**src/rtl/data_mem_arbiter.sv**
```systemverilog
// MEM-stage data memory arbiter: the CPU pipeline has priority, and a secondary loader/debug master
// (B) is served through a one-entry holding register with a bounded wait.
module data_mem_arbiter #(
  parameter int MAX_WAIT = 4
) (
  input  logic        Clock,
  input  logic        Reset_n,
  input  logic        A_MemRead,
  input  logic        A_MemWrite,
  input  logic [1:0]  A_ByteSel,
  input  logic [31:0] A_Address,
  input  logic [31:0] A_WriteData,
  output logic [31:0] A_ReadData,
  output logic        Stall,
  input  logic        B_Req,
  input  logic        B_Write,
  input  logic [1:0]  B_ByteSel,
  input  logic [31:0] B_Address,
  input  logic [31:0] B_WriteData,
  output logic        B_Ready,
  output logic        B_Ack,
  output logic [31:0] B_ReadData,
  output logic [31:0] M_Address,
  output logic [31:0] M_WriteData,
  output logic [1:0]  M_ByteSel,
  output logic        M_MemRead,
  output logic        M_MemWrite,
  input  logic [31:0] M_ReadData,
  output logic        DbgState
);

  localparam int CntW = (MAX_WAIT > 0) ? $clog2(MAX_WAIT + 1) : 1;
  localparam logic [CntW-1:0] MaxCnt = CntW'(MAX_WAIT);

  typedef enum logic {IDLE = 1'b0, HELD = 1'b1} stateType;

  stateType        state, nextState;
  logic [CntW-1:0] waitCnt;
  logic            heldWrite;
  logic [1:0]      heldByteSel;
  logic [31:0]     heldAddress;
  logic [31:0]     heldWriteData;
  logic            cpuAct, pending, grantA, grantB, capture;

  // B handshake: a request transfers on a rising edge where B_Req=1 and B_Ready=1.
  // When B_Ready=0, a request is dropped and is not queued. B_Ack pulses for one
  // cycle after the access is performed.
  assign cpuAct  = A_MemRead | A_MemWrite;
  assign pending = (state == HELD);
  assign capture = (state == IDLE) & B_Req;

  always_ff @(posedge Clock or negedge Reset_n) begin
    if (!Reset_n) state <= IDLE;
    else          state <= nextState;
  end

  always_comb begin
    nextState = state;
    case (state)
      IDLE:    if (B_Req)  nextState = HELD;
      HELD:    if (grantB) nextState = IDLE;
      default: nextState = IDLE;
    endcase
  end

  always_comb begin
    grantB     = pending & (~cpuAct | (waitCnt == MaxCnt));
    grantA     = cpuAct & ~grantB;
    Stall      = cpuAct & grantB;
    B_Ready    = ~pending;
    DbgState   = state;
    A_ReadData = M_ReadData;
    if (grantB) begin
      M_Address   = heldAddress;
      M_WriteData = heldWriteData;
      M_ByteSel   = heldByteSel;
      M_MemRead   = ~heldWrite;
      M_MemWrite  = heldWrite;
    end else begin
      // The address, data and ByteSel lines follow A even when nothing is granted.
      M_Address   = A_Address;
      M_WriteData = A_WriteData;
      M_ByteSel   = A_ByteSel;
      M_MemRead   = grantA & A_MemRead;
      M_MemWrite  = grantA & A_MemWrite;
    end
  end

  always_ff @(posedge Clock or negedge Reset_n) begin
    if (!Reset_n) begin
      heldWrite     <= 1'b0;
      heldByteSel   <= 2'b00;
      heldAddress   <= 32'h0;
      heldWriteData <= 32'h0;
    end else if (capture) begin
      heldWrite     <= B_Write;
      heldByteSel   <= B_ByteSel;
      heldAddress   <= B_Address;
      heldWriteData <= B_WriteData;
    end
  end

  always_ff @(posedge Clock or negedge Reset_n) begin
    if (!Reset_n) begin
      waitCnt    <= '0;
      B_Ack      <= 1'b0;
      B_ReadData <= 32'h0;
    end else begin
      B_Ack <= grantB;
      if (grantB) waitCnt <= '0;
      else if (pending && grantA && waitCnt != MaxCnt) waitCnt <= waitCnt + CntW'(1);
      if (grantB && !heldWrite) B_ReadData <= M_ReadData;
    end
  end

endmodule

```
**config.mk**
```make
export PLATFORM = sky130hd
export DESIGN_NAME = data_mem_arbiter
export DESIGN_NICKNAME = d
export VERILOG_FILES = /design/src/rtl/data_mem_arbiter.sv
export SDC_FILE = /design/constraint.sdc
export NUM_CORES = 1
export LEC_CHECK = 0
export ABC_AREA = 1
export ABC_CLOCK_PERIOD_IN_PS = 2800
export CORE_AREA = 4 4 128 130
export DETAILED_ROUTE_END_ITERATION = 6
export DIE_AREA = 0 0 132 134
export PLACE_DENSITY = 0.72
export SLEW_MARGIN = 20
export SYNTH_ARGS = -nofsm -noshare
export SYNTH_HDL_FRONTEND = slang
export SYNTH_SLANG_ARGS = --single-unit
```
**constraint.sdc**
```tcl
create_clock -name Clock -period 2.8 [get_ports Clock]
set_input_delay 0.28 -clock Clock [delete_from_list [all_inputs] [get_ports Clock]]
set_output_delay 0.28 -clock Clock [all_outputs]
set_load 0.05 [all_outputs]
```
; Word-level counts from Yosys, hierarchy flattened
; Cells that the tools add are included.
[op_classes]
mux = 10
n_eq_ne = 2
n_reduce_logical = 5
bitwise = 12
addsub = 1
[ops]
columns = operator, n
row1 = $mux 32, 2
row2 = $and 1x1->1, 6
row3 = $mux 3, 2
row4 = $mux 1, 4
row5 = $not 1->1, 4
row6 = $add 3x1->3 const B, 1
row7 = $eq 3x3->1 const B, 1
row8 = $logic_and 1x1->1, 3
row9 = $ne 3x3->1 const B, 1
row10 = $mux 2, 1
row11 = $or 1x1->1, 2
row12 = $pmux 1 s2, 1
row13 = $reduce_bool 2->1, 1
row14 = $logic_not 1->1, 1
[word_totals]
input_bits = 170
output_inout_bits = 136
elab_cells = 38
register_bits = 104

; Logic depth before layout (Yosys ltp)
[depth]
depth_word = 10
ltp_mapped = 10
ltp_nobuf = 8

; Worst setup path before layout
; No wires, ideal clock.
[synth_timing]
path_kind = register to output
startpoint = register waitCnt[0]
endpoint = output port Stall
required_time_ns = 2.520
stages_incl_launch_ff = 8
t_arrival_ns = 1.911
n_path_buf = 1
setup_slack_ns = 0.609
cell_sequence = dfrtp_1 -> inv_1 -> ha_1 -> nand2_1 -> o21ai_4 -> nand2_2 -> clkbuf_1 -> a21oi_1
[synth_via]
elab_chain_cells = 4
[synth_rtl]
columns = item, line
row1 = start: declaration, 38  ; logic [CntW-1:0] waitCnt;
row2 = start signal: assignment, 111  ; else if (pending && grantA && waitCnt != MaxCnt) waitCnt <= waitCnt + CntW'(1);
row3 = $eq 3x3->1, 67  ; grantB = pending & (~cpuAct | (waitCnt == MaxCnt));
row4 = $or 1x1->1, 67
row5 = $and 1x1->1, 67
row6 = $and 1x1->1, 69  ; Stall = cpuAct & grantB;
row7 = end: declaration, 14  ; output logic Stall,
; No other way between the ends.

; Final worst setup path
[layout_timing]
startpoint = register waitCnt[0]
endpoint = output port M_Address[10]
[layout_via]
elab_chain_cells = 4
[layout_rtl]
columns = item, line
row1 = $eq 3x3->1, 67
row2 = $or 1x1->1, 67
row3 = $and 1x1->1, 67
row4 = $mux 32, 73  ; if (grantB) begin
row5 = end: declaration, 23  ; output logic [31:0] M_Address,
; No other way between the ends.

==> run_results.csv <==
group,metric,value,unit
critical_path,critical_path_class,"flop to output port",
place,post-place-ws,449,ps
timing,fmax,0.398,GHz
timing,setup_viol,0,
global_routing,overflow,0,
clocking,cts_resized,0,
power,p_leak,4.55,nW
clocking,clock_latency,340,ps
synth,syn_area_per_cell,7.37,um2
route,antenna_left,0,
timing,clock_skew,8.77,ps
power,switchingPower,4.59,mW
clocking,clockRootBuffer,"clkbuf_16",
layout,antenna_cells,0,
critical_path,rrSetupSlack,700,ps
critical_path,cp.arrival,2230,ps
critical_path,cp-startpoint,"waitCnt[0]$_DFFE_PN0P_",
critical_path,cp-end-kind,"output port",
layout,fill_cells,1346,
global_routing,grt_busiest_layer,"met2",
global_routing,grt_max_degree,71,
floorplan,io_pins,306,
power,sw_frac_of_total,47.2,%
route,first_iter_violations,303,
floorplan,die_area,17700,um2
floorplan,core-area,15100,um2
layout,finalInstanceArea,9160,um2
place,dpl_cell_area,8880,um2
global_routing,grt_pass1_vias,5457,
place,place.port_buffers,305,
timing,setup-tns-final,0,ps
route,viasPerCell,4.79,
synth,yosys_warnings,0,
route,wire_per_inst,16.0,um
floorplan,die_x,132,um
power,pwr-share-comb,60.6,%
timing,relSlewSlack,36.1,%
synth,ys_types,18,
synth,synth_area,5230,um2
route,routed-via-count,5510,
route,drc,0,
job,cap_violations,0,
layout,nets,1132,
critical_path,critPathRequiredTime,2520,ps
synth,seq_area_frac_synth,49.8,%
clocking,cts_sinks,104,
route,first_pass_iters,5,
floorplan,initial_core_util,34.5,%
critical_path,crit_path_end,"M_Address[10]",
global_routing,grt_usage,20.4,%
route,wl,18400,um
critical_path,reg2reg_depth,5,
global_routing,grt_pass1_wl,29000,um
synth,ys_top_cells_by_area,"dfrtp_1 (50%), nand2_1 (29%), nand3_1 (6.8%)",
clocking,cts_buffer_depth,2,
run_status,status,"finished, final reports clean",
timing,period_share,89.8,%
clocking,cts_tree,"done",
timing,report.final.slew_viol_count,0,
critical_path,timing.rr.end,"B_ReadData[16]$_DFFE_PN0P_",
synth,synth_top_area_share,49.8,%
power,p_int,5.13,mW
synth,syn_inst,710,
timing,rsz0062_at_grt,"false",
power,clkPwrFrac,12.6,%
synth,synth-seq-cells,104,
critical_path,cp-start-kind,"flop",
clocking,cts_max_level,3,
power,peakVddDrop,0.477,mV
power,power_density,1060,nW/um2
critical_path,crit_fanout,67,
layout,drive_gt1_share,10.4,%
clocking,cts.clk_slew.worst_paths,60,ps
place,hpwl,13700,um
layout,area_delta_synth_final,75.2,%
synth,yosysTopAreaCell,"dfrtp_1",
timing,finalCriticalPeriod,2510,ps
clocking,cts_inserted_buffers,9,
timing,worst_slew_pin_slew,953,ps
timing,final_hold_viol_count,0,
hold_path,min_path_type,"flop to flop",
place,globalplace.congestion,0.774,
timing,finalWorstSetupSlack,287,ps
global_routing,met1_usage,23.7,%
power,p_seq_share,26.8,%
critical_path,timing.rr.start,"heldWrite$_DFFE_PN0P_",
floorplan,rows,45,
global_routing,antenna_found_initial,0,
global_routing,use_met3,6.71,%
floorplan,fp.dieH,134,um
synth,synth_fp_nets,882,
global_routing,grt_use_met2,35.8,%
==> timing repair <==
item / in CTS / in global routing
buffers inserted: 0 / 0
endpoints found under the setup margin: 0 / 0
hold buffers: 1 / 0
hold endpoints to repair: 48 / 0
==> cells by family after synthesis <==
kind of cell,count (synthesis),share of synthesized area (%)
adder cells (fa/ha/maj),2,0.478
AO/OA/AOI/OAI,4,0.598
flip-flops,104,49.8
XOR/XNOR,1,0.167
AND/OR/NAND/NOR,511,40.0
buffers and inverters,88,9.04
==> worst min-delay path by stage <==
| stage | from | endpoint | slack [ps] | depth (start not counted) |
|---|---|---|---|---|
| floorplan | Reset_n | B_Ack$_DFF_PN0_ | -20 | 0 |
| global placement | Reset_n | B_ReadData[15]$_DFFE_PN0P_ | 340 | 1 |
| detailed placement | Reset_n | B_ReadData[16]$_DFFE_PN0P_ | 350 | 1 |
| CTS | B_ReadData[3]$_DFFE_PN0P_ | B_ReadData[3]$_DFFE_PN0P_ | 470 | 2 |
| global route | B_WriteData[14] | heldWriteData[14]$_DFFE_PN0P_ | 480 | 3 |
| finish | heldAddress[1]$_DFFE_PN0P_ | heldAddress[1]$_DFFE_PN0P_ | 470 | 2 |
==> power groups by stage <==
stage                     clock, mW  combinational, mW  sequential, mW
after CTS                      1.25               5.95            2.61
after detailed placement          0               5.95            2.62
final                          1.22               5.89            2.61
after global routing           1.31               6.28            2.70
after floorplan                   0               2.66            3.27
after global placement            0               5.87            2.62
==> synthesized netlist by cell type <==
library cell  number
inv_1              5
nand2_1          406
inv_2              2
nand4_1           32
a21oi_1            2
buf_4             36
clkinv_1           1
nor2_1             1
clkbuf_1          37
xnor2_1            1
ha_1               2
nand3_1           71
buf_2              6
nand2_2            1
o21ai_0            1
dfrtp_1          104
o21ai_4            1
buf_1              1
==> metal layers <==
metal | up-vias | part of all wire (%)
li1 | 2709 | -
met1 | 2523 | 39
met2 | 253 | 49
met3 | 25 | 10
met4 | 0 | 1.8
met5 | - | 0
==> final cells by class <==
class	count	area, um2	area share [%]
timing repair buffer	319	3870	42.2
clock inverter	1	30.0	0.328
tap	188	235	2.57
clock buffer	13	240	2.62
multi-input combinational	518	2160	23.5
sequential	104	2600	28.4
inverter	8	30.0	0.328
==> metrics by stage <==
| stage | total power [mW] | utilization, % | hold slack, ps | std cells |
|---|---|---|---|---|
| floorplan | 5.94 | - | -15.6 | 710 |
| global placement | 8.49 | 58.6 | 343 | 1136 |
| detailed placement | 8.57 | 58.6 | 351 | 1136 |
| CTS | 9.81 | 60.5 | 473 | 1151 |
| global route | 10.3 | 60.5 | 479 | 1151 |
| finish | 9.72 | 60.5 | 469 | 1151 |
==> layout by cell type (no fill, tap or decap), types with 2 or more instances in the layout <==
cell type	count
a21oi_1	2
clkbuf_16	9
buf_12	71
nand3_1	71
clkdlybuf4s50_1	233
buf_4	13
clkbuf_1	4
nand2_2	2
ha_1	2
nand2_1	405
inv_2	2
inv_1	5
nand4_1	32
dfrtp_1	104
==> critical path: stages (launching register included) <==
cell and delay, ps:
dfrtp_1 400, inv_1 80, ha_1 150, nand2_1 90, o21ai_4 80, nand2_2 200, inv_2 130, buf_12 280
nand2_1 170, nand2_1 140, buf_12 140
==> state kept, by name, indices dropped and copies added, names as in the netlist <==
signal / flops
B_Ack: 1
B_ReadData: 32
DbgState: 1
heldAddress: 32
heldByteSel: 2
heldWrite: 1
heldWriteData: 32
waitCnt: 3
(Power assumes the default switching activity.)
